`src/rtl/mat4_mac_sequencer_if.sv`:
```
// Load/result handshake bundle for mat4_mac_sequencer: operand stream in, C stream out,
// plus job control (start/busy/done).
interface mat4_mac_sequencer_if #(
   parameter int Width    = 8,
   parameter int AccWidth = 2 * Width + 2
);
   logic                       start;
   logic                       in_valid;
   logic signed [Width-1:0]    in_data;
   logic                       in_ready;
   logic                       out_valid;
   logic signed [AccWidth-1:0] out_data;
   logic                       out_ready;
   logic                       busy;
   logic                       done;

   modport master (
      output start, in_valid, in_data, out_ready,
      input  in_ready, out_valid, out_data, busy, done
   );

   modport slave (
      input  start, in_valid, in_data, out_ready,
      output in_ready, out_valid, out_data, busy, done
   );
endinterface

```
`src/rtl/mat4_mac_sequencer.sv`:
```
// 4x4 signed matrix multiply sequencer: loads A then B (32 elements), runs one shared MAC
// over all 64 products and streams C row-major. Optional macro MATMUL_SAT_EN clamps out_data.
module mat4_mac_sequencer #(
   parameter int Width    = 8,
   parameter int AccWidth = 2 * Width + 2
) (
   input logic                 CLK,
   input logic                 reset,
   mat4_mac_sequencer_if.slave seq_if
);

   localparam logic [1:0] S_IDLE    = 2'd0;
   localparam logic [1:0] S_LOAD    = 2'd1;
   localparam logic [1:0] S_COMPUTE = 2'd2;
   localparam logic [1:0] S_OUT     = 2'd3;

   localparam logic signed [AccWidth-1:0] SAT_MAX = AccWidth'(2 ** (Width - 1) - 1);
   localparam logic signed [AccWidth-1:0] SAT_MIN = ~SAT_MAX;

`ifdef MATMUL_SAT_EN
   function automatic logic signed [AccWidth-1:0] out_fmt(input logic signed [AccWidth-1:0] v);
      if (v > SAT_MAX) return SAT_MAX;
      else if (v < SAT_MIN) return SAT_MIN;
      else return v;
   endfunction
`else
   function automatic logic signed [AccWidth-1:0] out_fmt(input logic signed [AccWidth-1:0] v);
      return v;
   endfunction
`endif

   logic [1:0]                 state_q, state_d;
   logic [4:0]                 cnt_q, cnt_d;
   logic [1:0]                 i_q, i_d, j_q, j_d, k_q, k_d;
   logic                       done_q, done_d;
   logic signed [AccWidth-1:0] acc_q, acc_d;
   logic signed [AccWidth-1:0] out_q, out_d;
   logic signed [Width-1:0]    a_q [16];
   logic signed [Width-1:0]    b_q [16];
   logic                       ld_en;

   logic signed [Width-1:0]    a_sel, b_sel;
   logic signed [2*Width-1:0]  prod;
   logic signed [AccWidth-1:0] prod_ext, acc_base, mac_sum;

   // MAC operand select and sum (combinational, registered into acc_q / out_q)
   assign a_sel    = a_q[{i_q, k_q}];
   assign b_sel    = b_q[{k_q, j_q}];
   assign prod     = a_sel * b_sel;
   assign prod_ext = {{(AccWidth - 2 * Width){prod[2*Width-1]}}, prod};
   assign acc_base = (k_q == 2'd0) ? '0 : acc_q;
   assign mac_sum  = acc_base + prod_ext;

   always_comb begin
      state_d = state_q;
      cnt_d   = cnt_q;
      i_d     = i_q;
      j_d     = j_q;
      k_d     = k_q;
      done_d  = 1'b0;
      acc_d   = acc_q;
      out_d   = out_q;
      ld_en   = 1'b0;
      case (state_q)
         S_IDLE: begin
            if (seq_if.start) begin
               state_d = S_LOAD;
               cnt_d   = '0;
            end
         end
         S_LOAD: begin
            if (seq_if.in_valid) begin
               ld_en = 1'b1;
               cnt_d = cnt_q + 5'd1;
               if (cnt_q == 5'd31) begin
                  state_d = S_COMPUTE;
                  i_d     = '0;
                  j_d     = '0;
                  k_d     = '0;
               end
            end
         end
         S_COMPUTE: begin
            acc_d = mac_sum;
            k_d   = k_q + 2'd1;
            if (k_q == 2'd3) begin
               state_d = S_OUT;
               out_d   = out_fmt(mac_sum);
            end
         end
         S_OUT: begin
            if (seq_if.out_ready) begin
               j_d = j_q + 2'd1;
               if (j_q == 2'd3) i_d = i_q + 2'd1;
               if (i_q == 2'd3 && j_q == 2'd3) begin
                  state_d = S_IDLE;
                  done_d  = 1'b1;
               end else begin
                  state_d = S_COMPUTE;
               end
            end
         end
         default: state_d = S_IDLE;
      endcase
   end

   always_ff @(posedge CLK) begin
      if (reset) begin
         state_q <= S_IDLE;
         cnt_q   <= '0;
         i_q     <= '0;
         j_q     <= '0;
         k_q     <= '0;
         done_q  <= 1'b0;
         acc_q   <= '0;
         out_q   <= '0;
      end else begin
         state_q <= state_d;
         cnt_q   <= cnt_d;
         i_q     <= i_d;
         j_q     <= j_d;
         k_q     <= k_d;
         done_q  <= done_d;
         acc_q   <= acc_d;
         out_q   <= out_d;
      end
   end

   // Operand banks: bit 4 of the load counter selects B, low bits give the row-major index
   always_ff @(posedge CLK) begin
      if (reset) begin
         for (int n = 0; n < 16; n++) begin
            a_q[n] <= '0;
            b_q[n] <= '0;
         end
      end else if (ld_en) begin
         if (cnt_q[4]) b_q[cnt_q[3:0]] <= seq_if.in_data;
         else          a_q[cnt_q[3:0]] <= seq_if.in_data;
      end
   end

   assign seq_if.in_ready  = (state_q == S_LOAD);
   assign seq_if.out_valid = (state_q == S_OUT);
   assign seq_if.out_data  = out_q;
   assign seq_if.busy      = (state_q != S_IDLE);
   assign seq_if.done      = done_q;

   a_out_hold: assert property (@(posedge CLK) disable iff (reset)
      (seq_if.out_valid && !seq_if.out_ready) |=> (seq_if.out_valid && $stable(seq_if.out_data)));
   a_ready_excl: assert property (@(posedge CLK) !(seq_if.in_ready && seq_if.out_valid));
   a_done_idle: assert property (@(posedge CLK) seq_if.done |-> !seq_if.busy);

endmodule

```
`src/flat_wrapper.sv`:
```
// flat-port wrapper written by rule: the top's interface ports become plain ports
module mat4_mac_sequencer_flat 
#(
   parameter int Width    = 8,
   parameter int AccWidth = 2 * Width + 2
)
  (CLK, reset, seq_if_start, seq_if_in_valid, seq_if_in_data, seq_if_out_ready, seq_if_in_ready, seq_if_out_valid, seq_if_out_data, seq_if_busy, seq_if_done);
  mat4_mac_sequencer_if #(.Width(Width), .AccWidth(AccWidth)) seq_if_i ();
  input logic CLK;
  input logic reset;
  input wire logic [$bits(seq_if_i.start)-1:0] seq_if_start;
  input wire logic [$bits(seq_if_i.in_valid)-1:0] seq_if_in_valid;
  input wire logic [$bits(seq_if_i.in_data)-1:0] seq_if_in_data;
  input wire logic [$bits(seq_if_i.out_ready)-1:0] seq_if_out_ready;
  output wire logic [$bits(seq_if_i.in_ready)-1:0] seq_if_in_ready;
  output wire logic [$bits(seq_if_i.out_valid)-1:0] seq_if_out_valid;
  output wire logic [$bits(seq_if_i.out_data)-1:0] seq_if_out_data;
  output wire logic [$bits(seq_if_i.busy)-1:0] seq_if_busy;
  output wire logic [$bits(seq_if_i.done)-1:0] seq_if_done;
  assign seq_if_i.start = seq_if_start;
  assign seq_if_i.in_valid = seq_if_in_valid;
  assign seq_if_i.in_data = seq_if_in_data;
  assign seq_if_i.out_ready = seq_if_out_ready;
  assign seq_if_in_ready = seq_if_i.in_ready;
  assign seq_if_out_valid = seq_if_i.out_valid;
  assign seq_if_out_data = seq_if_i.out_data;
  assign seq_if_busy = seq_if_i.busy;
  assign seq_if_done = seq_if_i.done;
  mat4_mac_sequencer #(.Width(Width), .AccWidth(AccWidth)) u_core (.CLK(CLK), .reset(reset), .seq_if(seq_if_i));
endmodule
```
`config.mk`:
```
export PLATFORM = sky130hd
export DESIGN_NAME = mat4_mac_sequencer_flat
export DESIGN_NICKNAME = d
export VERILOG_FILES = /design/src/rtl/mat4_mac_sequencer_if.sv /design/src/rtl/mat4_mac_sequencer.sv /design/src/flat_wrapper.sv
export SDC_FILE = /design/constraint.sdc
export NUM_CORES = 1
export LEC_CHECK = 0
export CAP_MARGIN = 40
export CORE_UTILIZATION = 54
export DETAILED_ROUTE_END_ITERATION = 6
export GPL_TIMING_DRIVEN = 0
export PLACE_DENSITY = 0.7
export SLEW_MARGIN = 20
export SYNTH_ARGS = -nofsm -noshare
export SYNTH_HDL_FRONTEND = slang
export SYNTH_SLANG_ARGS = --single-unit
```
`constraint.sdc`:
```
create_clock -name CLK -period 17.9 [get_ports CLK]
set_clock_uncertainty 0.2 [all_clocks]
set_input_delay 2.685 -clock CLK [delete_from_list [all_inputs] [get_ports CLK]]
set_output_delay 2.685 -clock CLK [all_outputs]
set_load 0.02 [all_outputs]
```
==> flow_metrics.py <==
metrics = {
    "outcome": {
        "status": "finished with violations",
        "violations": "design-rule violations",
    },
    "final_layout": {
        "register_area_sq_mm": 0.00869,
        "final_area_sq_mm": 0.0191,
        "fin_cells": 1812,
        "area_growth_pct": 12.3,
        "multi_input_area_sq_mm": 0.00770,
        "fillCellCount": 2380,
        "final_nets": 1531,
        "fin_util_pct": 62.1,
        "drive_gt1_share_pct": 13.6,
    },
    "grt": {
        "grt_pass1_vias": 11000,
        "grt_max_degree": 14,
        "track_usage_pct": 26.2,
        "grt_pass1_wl_mm": 63.8,
        "grt_overflow": 0,
        "antenna_found_initial": 2,
    },
    "placed_design": {
        "place_ws_ps": 10390,
        "placed_cell_area_sq_mm": 0.0179,
        "post-place-cells": 1745,
        "routabilityCongestion": 0.871,
        "io_buffers": 34,
        "hpwl_mm": 29.6,
    },
    "cts": {
        "cts_hold_buffers": 0,
        "cts_setup_buffers": 0,
        "clk_latency_ps": 530,
        "cts_resized": 0,
        "root_buffer": "clkbuf_16",
        "cts-buffers-inserted": 36,
        "htree_num_levels": 2,
        "cts_sinks": 306,
        "cts_tree": "yes",
        "cts_buffer_depth": 3,
        "clkTransAtPathRegs_ps": 60,
    },
    "power": {
        "finalPower_mw": 1.79,
        "p_leak_nw": 7.33,
        "ir_drop_mv": 0.0640,
        "powerDensity_mw_per_mm2": 93.4,
    },
    "detailed_routing": {
        "ant_nets": 0,
        "first_pass_iters": 7,
        "drc": 20,
        "routedWlPerCell_um": 22.3,
        "vias": 10500,
        "wl_mm": 40.4,
        "first_iter_violations": 960,
        "avgViaCountPerCell": 5.78,
    },
    "die": {
        "core_area_sq_mm": 0.0308,
        "start_util_pct": 55.3,
        "pin_count": 35,
        "die_w_um": 180,
        "num_rows": 64,
        "dieArea_sq_mm": 0.0323,
        "die_y_um": 180,
    },
    "flow_run": {
        "drv_cap": 0,
    },
    "yosys": {
        "synth_nets": 1458,
        "synth-seq-area-share_pct": 51.0,
        "ys_ff_latch": 306,
        "synth_top_flop_cell": "edfxtp_1",
        "synthCells": 1314,
        "avgSynthCellArea_sq_um": 13.0,
        "synth.distinct_cells": 46,
        "yosysWarnings": 0,
        "synth_edf_count": 256,
        "synthesis.area_sq_mm": 0.0170,
        "async_flop_share_pct": 0,
    },
    "timing": {
        "max_freq_mhz": 132,
        "slew_headroom_pct": 40.1,
        "slew_violations": 0,
        "fin_setup_tns_ps": 0,
        "period_needed_ps": 7590,
        "tightest_slew_ps": 899,
        "rsz0062_at_grt": "false",
        "holdWs_ps": 251,
        "setup_ws_ps": 10310,
        "finalHoldViolations": 0,
        "setup_viol": 0,
        "timing.final.crit_share_pct": 42.4,
    },
    "critical_path": {
        "r2r_slack_ps": 10310,
        "reg2reg_depth": 17,
        "r2r-end": "u_core.acc_q[17]$_SDFFE_PP0P_",
        "crit_required_ps": 18070,
        "path_class": "reg -> reg",
        "r2r-start": "u_core.j_q[1]$_SDFFE_PP0P_",
        "endpoint_kind": "register",
        "cp-start-kind": "register",
        "worstPathMaxFanout": 10,
        "cp.arrival_ps": 7750,
    },
    "min_path": {
        "hp-start": "u_core.seq_if.out_data[15]$_SDFFE_PP0P_",
        "min_to": "u_core.seq_if.out_data[15]$_SDFFE_PP0P_",
        "hp-class": "reg -> reg",
        "hold_depth": 2,
    },
}
routing by layer:
metal	global-route usage, %	vias up	routed length (um)
met5	0	-	0
met4	9.48	0	1450
met3	4.86	93	2700
met2	42.2	373	19100
met1	36.0	5317	17100
li1	-	4684	-
state kept, by name, summed over array words and instances (netlist names):
signal / cells
u_core.j_q: 2
u_core.k_q: 2
u_core.a_q: 128
u_core.seq_if.done: 1
u_core.state_q: 2
u_core.b_q: 128
u_core.acc_q: 18
u_core.i_q: 2
u_core.seq_if.out_data: 18
u_core.cnt_q: 5
cell families (layout without fill, tap and decap cells):
group	Yosys count	after routing	share of synthesized area [%]
buf+inv	154	254	3.86
simple gates	532	532	17.1
other cells	0	2	0
flops	306	306	51.0
mux	81	81	10.6
compound gates	89	89	3.25
fa+ha+maj	131	131	13.1
xor+xnor	21	21	1.08
Yosys cell counts, types with 3 or more instances:
| cell type | number | area [sq um] |
|---|---|---|
| clkbuf_1 | 48 | 180 |
| nand2_1 | 97 | 364 |
| edfxtp_1 | 256 | 7690 |
| buf_1 | 4 | 15.0 |
| a21oi_1 | 44 | 220 |
| inv_1 | 85 | 319 |
| o21a_1 | 3 | 22.5 |
| inv_2 | 3 | 11.3 |
| dfxtp_1 | 50 | 1000 |
| xor2_1 | 5 | 43.8 |
| buf_6 | 6 | 67.6 |
| xnor2_1 | 16 | 140 |
| o21bai_1 | 3 | 22.5 |
| or2_2 | 34 | 213 |
| nand3_1 | 7 | 35.0 |
| fa_1 | 80 | 1600 |
| buf_2 | 6 | 30.0 |
| o21ai_0 | 5 | 25.0 |
| nor2_1 | 61 | 229 |
| a21o_1 | 6 | 45.0 |
| a211oi_1 | 9 | 67.6 |
| ha_1 | 51 | 638 |
| and3_1 | 3 | 18.8 |
| o31ai_1 | 4 | 30.0 |
| nand2b_1 | 9 | 56.3 |
| and2_1 | 292 | 1830 |
| nor2b_1 | 16 | 100 |
| nand4_1 | 3 | 18.8 |
| nor3_1 | 6 | 30.0 |
| mux4_2 | 79 | 1780 |
layout by cell type (no fill, tap or decap), types with 6 or more instances in the layout:
master / instances
a211oi_1: 9
a21o_1: 6
a21oi_1: 44
and2_1: 292
buf_2: 7
buf_6: 6
clkbuf_1: 53
clkbuf_16: 37
clkdlybuf4s50_1: 34
clkinv_2: 6
dfxtp_1: 50
edfxtp_1: 256
fa_1: 80
ha_1: 51
inv_1: 85
mux4_2: 79
nand2_1: 97
nand2b_1: 9
nand3_1: 7
nor2_1: 61
nor2b_1: 16
nor3_1: 6
or2_2: 34
xnor2_1: 16
critical path: stages, from the launching register on:
cell and delay [ps]:
dfxtp_1 350, clkbuf_1 310, clkbuf_1 720, mux4_2 450, mux4_2 630, and2_1 430, fa_1 600, fa_1 450
fa_1 580, fa_1 430, ha_1 280, ha_1 350, a21oi_1 240, a21boi_1 180, a2111oi_0 650, o21ai_1 190
xnor2_1 280, a211oi_1 110
layout make-up:
| cell class | instances | share of cell area, % |
|---|---|---|
| Antenna cell | 2 | 0.0261 |
| Buffer | 66 | 1.71 |
| Clock buffer | 45 | 5.15 |
| Clock inverter | 20 | 1.40 |
| Inverter | 88 | 1.73 |
| Multi-Input combinational cell | 854 | 40.2 |
| Sequential cell | 306 | 45.4 |
| Tap cell | 396 | 2.59 |
| Timing Repair Buffer | 35 | 1.80 |
power breakdown:
group	switching (mW)	internal (mW)
Combinational	0.127	0.0841
Sequential	0.00752	0.794
Clock	0.307	0.468
Total	0.441	1.35
how the worst max path moves through the flow:
stage / from / to / slack [ps] / cells after the start
2_1_floorplan: u_core.j_q[1]$_SDFFE_PP0P_ / u_core.acc_q[17]$_SDFFE_PP0P_ / 11660 / 19
3_3_place_gp: u_core.j_q[1]$_SDFFE_PP0P_ / u_core.acc_q[17]$_SDFFE_PP0P_ / 10420 / 17
3_5_place_dp: u_core.j_q[1]$_SDFFE_PP0P_ / u_core.seq_if.out_data[17]$_SDFFE_PP0P_ / 10390 / 17
4_1_cts: u_core.j_q[1]$_SDFFE_PP0P_ / u_core.seq_if.out_data[17]$_SDFFE_PP0P_ / 10390 / 17
5_1_grt: u_core.j_q[1]$_SDFFE_PP0P_ / u_core.acc_q[15]$_SDFFE_PP0P_ / 9910 / 17
6_report: u_core.j_q[1]$_SDFFE_PP0P_ / u_core.acc_q[17]$_SDFFE_PP0P_ / 10310 / 17
Power figures use the tool's default switching activity.
